$ cat src/rtl/vector_execute_unit.sv
// Time-multiplexed SIMD execute stage: vecSize lanes on laneCount ALUs over
// vecSize/laneCount beats, with N/Z flag commit and branch resolution.

module vector_execute_lane #(
  parameter int regSize = 32
) (
  input  logic [2:0]         i_op,
  input  logic [regSize-1:0] i_a,
  input  logic [regSize-1:0] i_b,
  output logic [regSize-1:0] o_res
);
  localparam int SH = $clog2(regSize);

  logic [SH-1:0] w_sh;
  assign w_sh = i_b[SH-1:0];

  always_comb begin
    o_res = '0;
    case (i_op)
      3'b000:  o_res = i_a + i_b;
      3'b001:  o_res = i_a - i_b;
      3'b010:  o_res = i_a & i_b;
      3'b011:  o_res = i_a | i_b;
      3'b100:  o_res = i_a ^ i_b;
      3'b101:  o_res = i_a << w_sh;
      3'b110:  o_res = i_a >> w_sh;
      default: o_res = i_a * i_b;
    endcase
  end
endmodule

module vector_execute_unit #(
  parameter int regSize   = 32,
  parameter int vecSize   = 4,
  parameter int laneCount = 2
) (
  input  logic                            i_clk,
  input  logic                            i_reset,
  input  logic                            i_flush,
  input  logic                            i_in_valid,
  output logic                            o_in_ready,
  input  logic [2:0]                      i_ExecuteOp,
  input  logic                            i_overwriteFlags,
  input  logic [2:0]                      i_pcWrEn,
  input  logic [vecSize-1:0][regSize-1:0] i_vect1,
  input  logic [vecSize-1:0][regSize-1:0] i_vect2,
  output logic                            o_out_valid,
  input  logic                            i_out_ready,
  output logic [vecSize-1:0][regSize-1:0] o_vectOut,
  output logic                            o_pcWrEnOut,
  output logic [1:0]                      o_flagsOut
);
  localparam int B  = vecSize / laneCount;
  localparam int BW = (B > 1) ? $clog2(B) : 1;

  typedef enum logic [1:0] {S_IDLE, S_BUSY, S_DONE} state_t;
  state_t r_state, w_next;

  logic [BW-1:0] r_beat;
  logic [2:0]    r_op, r_pcsel;
  logic          r_ovf, r_pendN, r_pendZ;
  logic [1:0]    r_flags;
  // Viewed as [beat][lane-in-beat] so lane beat*laneCount+j is a plain select.
  logic [B-1:0][laneCount-1:0][regSize-1:0] r_v1, r_v2, r_vout;

  logic [laneCount-1:0][regSize-1:0] w_res;
  logic [laneCount-1:0]              w_msb, w_zero;
  logic w_accept, w_last, w_commit, w_effN, w_effZ;

  for (genvar j = 0; j < laneCount; j++) begin : g_lane
    vector_execute_lane #(.regSize(regSize)) u_lane (
      .i_op  (r_op),
      .i_a   (r_v1[r_beat][j]),
      .i_b   (r_v2[r_beat][j]),
      .o_res (w_res[j])
    );
    assign w_msb[j]  = w_res[j][regSize-1];
    assign w_zero[j] = (w_res[j] == '0);
  end

  assign o_in_ready = (r_state == S_IDLE) & ~i_flush;
  assign w_accept   = i_in_valid & o_in_ready;
  assign w_last     = (r_beat == BW'(B - 1));
  assign w_commit   = (r_state == S_DONE) & i_out_ready & ~i_flush;

  always_ff @(posedge i_clk or posedge i_reset) begin
    if (i_reset) r_state <= S_IDLE;
    else         r_state <= w_next;
  end

  always_comb begin
    w_next = r_state;
    case (r_state)
      S_IDLE: if (w_accept) w_next = S_BUSY;
      S_BUSY: begin
        if (i_flush)     w_next = S_IDLE;
        else if (w_last) w_next = S_DONE;
      end
      S_DONE: if (i_flush || i_out_ready) w_next = S_IDLE;
      default: w_next = S_IDLE;
    endcase
  end

  always_ff @(posedge i_clk or posedge i_reset) begin
    if (i_reset) begin
      r_beat  <= '0;
      r_op    <= '0;
      r_pcsel <= '0;
      r_ovf   <= 1'b0;
      r_pendN <= 1'b0;
      r_pendZ <= 1'b0;
      r_flags <= '0;
      r_v1    <= '0;
      r_v2    <= '0;
      r_vout  <= '0;
    end else begin
      if (w_accept) begin
        r_op    <= i_ExecuteOp;
        r_ovf   <= i_overwriteFlags;
        r_pcsel <= i_pcWrEn;
        r_v1    <= i_vect1;
        r_v2    <= i_vect2;
        r_beat  <= '0;
        r_pendN <= 1'b0;
        r_pendZ <= 1'b1;
      end
      // A flushed beat leaves the previous result vector untouched.
      if (r_state == S_BUSY && !i_flush) begin
        r_vout[r_beat] <= w_res;
        r_beat         <= w_last ? '0 : r_beat + 1'b1;
        r_pendN        <= r_pendN | (|w_msb);
        r_pendZ        <= r_pendZ & (&w_zero);
      end
      if (w_commit && r_ovf) r_flags <= {r_pendZ, r_pendN};
    end
  end

  assign o_vectOut   = r_vout;
  assign o_flagsOut  = r_flags;
  assign o_out_valid = (r_state == S_DONE);
  assign w_effZ      = r_ovf ? r_pendZ : r_flags[1];
  assign w_effN      = r_ovf ? r_pendN : r_flags[0];

  always_comb begin
    o_pcWrEnOut = 1'b0;
    if (o_out_valid) begin
      case (r_pcsel)
        3'b100:  o_pcWrEnOut = ~w_effZ;
        3'b010:  o_pcWrEnOut = w_effZ;
        3'b001:  o_pcWrEnOut = w_effN;
        default: o_pcWrEnOut = 1'b0;
      endcase
    end
  end
endmodule

$ cat config.mk
export PLATFORM = sky130hd
export DESIGN_NAME = vector_execute_unit
export DESIGN_NICKNAME = d
export VERILOG_FILES = /design/src/rtl/vector_execute_unit.sv
export SDC_FILE = /design/constraint.sdc
export NUM_CORES = 2
export LEC_CHECK = 0
export CELL_PAD_IN_SITES_DETAIL_PLACEMENT = 1
export CELL_PAD_IN_SITES_GLOBAL_PLACEMENT = 1
export CORE_MARGIN = 5
export CORE_UTILIZATION = 40
export DETAILED_ROUTE_END_ITERATION = 6
export GPL_TIMING_DRIVEN = 0
export PLACE_DENSITY = 0.81
export SLEW_MARGIN = 20
export SYNTH_ARGS = -nofsm -noshare
export SYNTH_HDL_FRONTEND = slang
export SYNTH_SLANG_ARGS = --single-unit
$ cat constraint.sdc
create_clock -name i_clk -period 16.4 [get_ports i_clk]
set_input_delay 3.28 -clock i_clk [delete_from_list [all_inputs] [get_ports i_clk]]
set_output_delay 3.28 -clock i_clk [all_outputs]
set_load 0.05 [all_outputs]
# After elaboration in Yosys (flattened, before gate mapping)
# Cells that the tools add are included.
[totals]
romBits = 0
memories = 0
register_bits = 398
latchBits = 0
ramBits = 0
inputBits = 268
out_inout_bits = 133
elab_cells = 98
[op_classes]
n_addsub = 5
n_mul = 2
div = 0
eq_ne = 14
order_cmp = 2
n_mux = 24
n_shift = 4
reduce_logical = 13
n_bitwise = 14
[op_table]
columns = ["cell", "count"]
rows = [
  ["$pmux 32 s7", 2],
  ["$mux 64", 5],
  ["$bwmux 128", 1],
  ["$add 32x32->32", 2],
  ["$and 32x32->32", 2],
  ["$demux 64 s1", 1],
  ["$logic_not 32->1", 2],
  ["$mul 32x32->32", 2],
  ["$or 32x32->32", 2],
  ["$shl 32x5->32", 2],
  ["$shr 32x5->32", 2],
  ["$sub 32x32->32", 2],
  ["$xor 32x32->32", 2],
  ["$eq 3x3->1 const B", 4],
  ["$eq 3x2->1 const B", 3],
  ["$mux 1", 9],
  ["$mux 2", 4],
  ["$eq 3x1->1 const B", 2],
  ["$pmux 2 s3", 1],
  ["$and 1x1->1", 5],
  ["$logic_and 1x1->1", 3],
  ["$logic_not 3->1", 1],
  ["$ne 3x3->1 const B", 1],
  ["$pmux 1 s3", 1],
  ["other kinds (16)", 17],
]

# Depth between registers and ports, before layout
[depth]
depth_word = 8
ltp_mapped = 41
depth_no_buf = 34

# Hierarchy
# A second synthesis with hierarchy kept.
[hier_totals]
hier_cells = 6532
hier_area_um2 = 62307.3
[by_module_without_submodules]
columns = ["module", "n_inst", "cells_per_inst", "seq_area_each_um2", "area_per_inst_um2"]
rows = [
  ["vector_execute_lane (g_lane[0].u_lane)", 1, 2776, 0.0, 22397.7],
  ["vector_execute_lane (g_lane[1].u_lane)", 1, 2728, 0.0, 22365.2],
  ["vector_execute_unit", 1, 1028, 9959.6, 17544.3],
]

# Worst setup path after synthesis
# No wires, ideal clock.
[synth_timing]
path_kind = "register to register"
startpoint = "reg r_beat"
endpoint = "reg r_pendZ"
stages_incl_launch_ff = 37
arrival_ns = 10.294
period_less_slack_ns = 10.386
slack_ns = 6.014
t_required_ns = 16.308
setup_ns = 0.092
path_buffers = 11
cell_sequence = "dfrtp_1 -> buf_6 -> buf_12 -> buf_6 -> mux2i_1 -> buf_2 -> buf_2 -> buf_1 -> buf_1 -> buf_1 -> clkbuf_1 -> clkbuf_1 -> buf_1 -> nor2_1 -> fa_1 -> inv_1 -> fa_1 -> fa_1 -> fa_1 -> inv_1 -> ha_1 -> ha_1 -> fa_1 -> fa_1 -> ha_1 -> a2111oi_0 -> o21ai_0 -> a21oi_1 -> nor3_1 -> nor4_1 -> nand2_1 -> or4b_1 -> or4_1 -> or4_1 -> nor4b_2 -> nand4b_1 -> o31ai_2"
[synth_via]
elab_chain_len = 8
elab_cells_between_ends = 27
cone_classes = "4 x add/sub; 2 x mul; 4 x shift; 7 x mux; 7 x bitwise; 3 x reduce/logical"
[synth_lines]
columns = ["item", "line", "rtl"]
rows = [
  ["start: declaration", "59", "logic [BW-1:0] r_beat;"],
  ["start signal: assignment", "130", "r_beat <= w_last ? '0 : r_beat + 1'b1;"],
  ["$mux 64, on equally long branches (2 in a row)", "73, 74", ""],
  ["$mul 32x32->32, or another cell as far along", "27", "default: o_res = i_a * i_b;"],
  ["$pmux 32 s7", "19", "case (i_op)"],
  ["$logic_not 32->1", "78", "assign w_zero[j] = (w_res[j] == '0);"],
  ["$reduce_and 2->1 *", "132", "r_pendZ <= r_pendZ & (&w_zero);"],
  ["$and 1x1->1 *", "132", ""],
  ["$mux 1 *", "128", "if (r_state == S_BUSY && !i_flush) begin"],
  ["end signal: assignment", "132", ""],
  ["end: declaration", "61", "logic r_ovf, r_pendN, r_pendZ;"],
]
# Mark *: on every way between the ends. The rest lies on a longest branch, timed or not. The select of a mux whose other input is x is not followed.
# A chain may end at the register's enable or synchronous reset.

# Worst setup path in the final report
# Same ends and word-level chain as after synthesis.

==> flow_metrics.env <==
export IMPL_end_kind="flop"
export IMPL_grt_pass1_vias=70000
export IMPL_final_nets=9806
export IMPL_drt_iter0_drc=8039
export IMPL_rows=145
export IMPL_synth_top_area_cell="fa_1"
export IMPL_die_y_um=406
export IMPL_cts_repair_resized=0
export IMPL_final_max_slew_viol_count=0
export IMPL_grt_setup_unrepaired="false"
export IMPL_worstPathMaxFanout=10
export IMPL_grt_ovfl_total=0
export IMPL_arrival_ns=15.87
export IMPL_initial_core_util_pct=40.2
export IMPL_hold_end="r_v2[74]"
export IMPL_clk_path_buf_depth=3
export IMPL_fin_worst_skew_ns=0.0852
export IMPL_post_route_period_util_pct=93.5
export IMPL_synthArstFlopShare_pct=100
export IMPL_place_congestion=1.12
export IMPL_syn_nets=9307
export IMPL_ys_types=90
export IMPL_gr_usage_met3_pct=16.5
export IMPL_grt_antenna_before_repair=54
export IMPL_maxCapViolCount=0
export IMPL_whs_path_depth=2
export IMPL_multi_input_area_um2=47800
export IMPL_hold_class="reg2reg"
export IMPL_die_x_um=406
export IMPL_finalHoldViolations=0
export IMPL_worstMarginPinSlew_ns=1.31
export IMPL_synth_area_um2=62600
export IMPL_grt_most_used_layer="met2"
export IMPL_fill_cells=18800
export IMPL_drive_above_1_share_pct=4.47
export IMPL_synth_edf_count=0
export IMPL_cts_post_setup_buffers_inserted=0
export IMPL_ys_ff_latch=398
export IMPL_place_hpwl_um=333000
export IMPL_use_met1_pct=55.8
export IMPL_reg2reg_slack_ns=1.06
export IMPL_fmax_mhz=65.2
export IMPL_crit_path_frequent_cell="fa_1"
export IMPL_yosys_warnings=0
export IMPL_grt_max_degree=109
export IMPL_tritoncts="done"
export IMPL_max_slew_margin_pct=12.4
export IMPL_drc=0
export IMPL_grt_usage_pct=49.4
export IMPL_cts_buffers=48
export IMPL_critPathLaunchType="flop"
export IMPL_timing_final_crit_period_ns=15.34
export IMPL_syn_mean_instance_area_um2=8.05
export IMPL_clk_pin_slew_ns=0.07
export IMPL_core_area_um2=156000
export IMPL_holdWs_ns=0.475
export IMPL_cts_htree_levels=2
export IMPL_vias=67500
export IMPL_antenna_left=0
export IMPL_via_per_inst=6.48
export IMPL_io_buffers=400
export IMPL_drt_pass1_iter_count=7
export IMPL_register_area_um2=9960
export IMPL_r2r_end="r_pendZ"
export IMPL_area_growth_pct=15.4
export IMPL_synth_cells=7781
export IMPL_rr_startpoint="r_beat"
export IMPL_met2_usage_pct=73.7
export IMPL_clock_latency_ns=0.70
export IMPL_grt_pass1_wl_um=563000
export IMPL_wl_um=411000
export IMPL_synth_ff_type="dfrtp_1"
export IMPL_post_drt_wl_per_cell_um=39.5
export IMPL_slowest_stage="clkbuf_1"
export IMPL_die_area_um2=165000
export IMPL_io_pin_count=401
export IMPL_crit_type="reg2reg"
export IMPL_yosysTopAreaCellShare_pct=26.2
export IMPL_layout_commonest_cell="nand2_1"
export IMPL_setup_worst_path_start="r_beat"
export IMPL_min_from="r_v2[74]"
export IMPL_seq_area_frac_synth_pct=15.9
export IMPL_required_ns=16.94
export IMPL_layout_common_cells="nand2_1 (1518), nor2_1 (911), inv_1 (887)"
export IMPL_cts_root_buf="clkbuf_16"
export IMPL_max_stage_delay_ns=0.95
export IMPL_setup_viol=0
export IMPL_cts_hold_buf=0
export IMPL_synth_area_top_cells="fa_1 (26%), dfrtp_1 (16%), nand2_1 (9.1%)"
export IMPL_r2r_worst_path_cells=39
export IMPL_status="finished, final reports clean"
export IMPL_cts_sinks=398
## sequential cells by signal, indices dropped and copies added, names as in the netlist, 2 cells and up
name	flops
r_v1	128
r_pcsel	3
r_op	3
r_v2	128
o_vectOut	128
o_flagsOut	2
r_state	2
## critical path: cells and delay by family (launching register included)
family          cells  cell delay, ns
mux                 1            0.30
compound gates     10            3.78
buf+inv            14            5.84
fa+ha+maj           9            4.10
simple gates        4            0.59
flops               1            0.34
xor+xnor            1            0.20
## worst max-delay path by stage
stage | cells after the start | slack, ns | end
after floorplan | 1 | 2.05 | o_flagsOut[0]
after global placement | 2 | -3.07 | o_vectOut[50]
after detailed placement | 39 | 1.93 | r_pendZ
after CTS | 39 | 1.81 | r_pendZ
after global routing | 39 | 1.14 | r_pendZ
final | 39 | 1.06 | r_pendZ
## layout make-up
cell class | instances | area share [%]
Tap cell | 2058 | 3.57
Buffer | 443 | 2.59
Clock inverter | 21 | 0.504
Sequential cell | 398 | 13.8
Clock buffer | 67 | 1.97
Inverter | 940 | 4.90
Timing Repair Buffer | 449 | 6.35
Antenna cell | 37 | 0.128
Multi-Input combinational cell | 6000 | 66.2
## per-stage QoR
stage               instance area (µm²)  worst slack (ns)  cells  util (%)  setup TNS (ns)
floorplan                         62600              2.05   7781         -               0
global placement                  69200             -3.07  10200      44.4        -1136.49
detailed placement                70200              1.93  10300      45.1               0
CTS                               72000              1.81  10400      46.2               0
global route                      72200              1.14  10400      46.3               0
finish                            72200              1.06  10400      46.3               0
## synth_stat cells (113+ instances only)
cell type,number
xnor2_1,220
dfrtp_1,398
a21oi_1,332
clkbuf_1,308
inv_1,888
fa_1,818
o21ai_0,318
mux2i_1,171
nor3_1,115
nor2_1,911
nand3_1,113
nand2_1,1518
ha_1,440
## layer usage
layer | share of wire [%] | up-vias
met5 | 0.076 | -
met4 | 12 | 42
met3 | 10 | 1827
met2 | 43 | 4658
met1 | 35 | 34500
li1 | - | 26500
## cells by family after synthesis
kind of cell / synth area share (%)
and+or+nand+nor: 19.1
buffers and inverters: 8.58
AOI/OAI and AO/OA: 14.2
adders and majority gates: 35.0
DFF: 15.9
xor gates and xnor gates: 3.58
muxes: 3.66
Power is not shown: default switching activity piles up to over one toggle a cycle in this logic, so the estimate is an artifact.
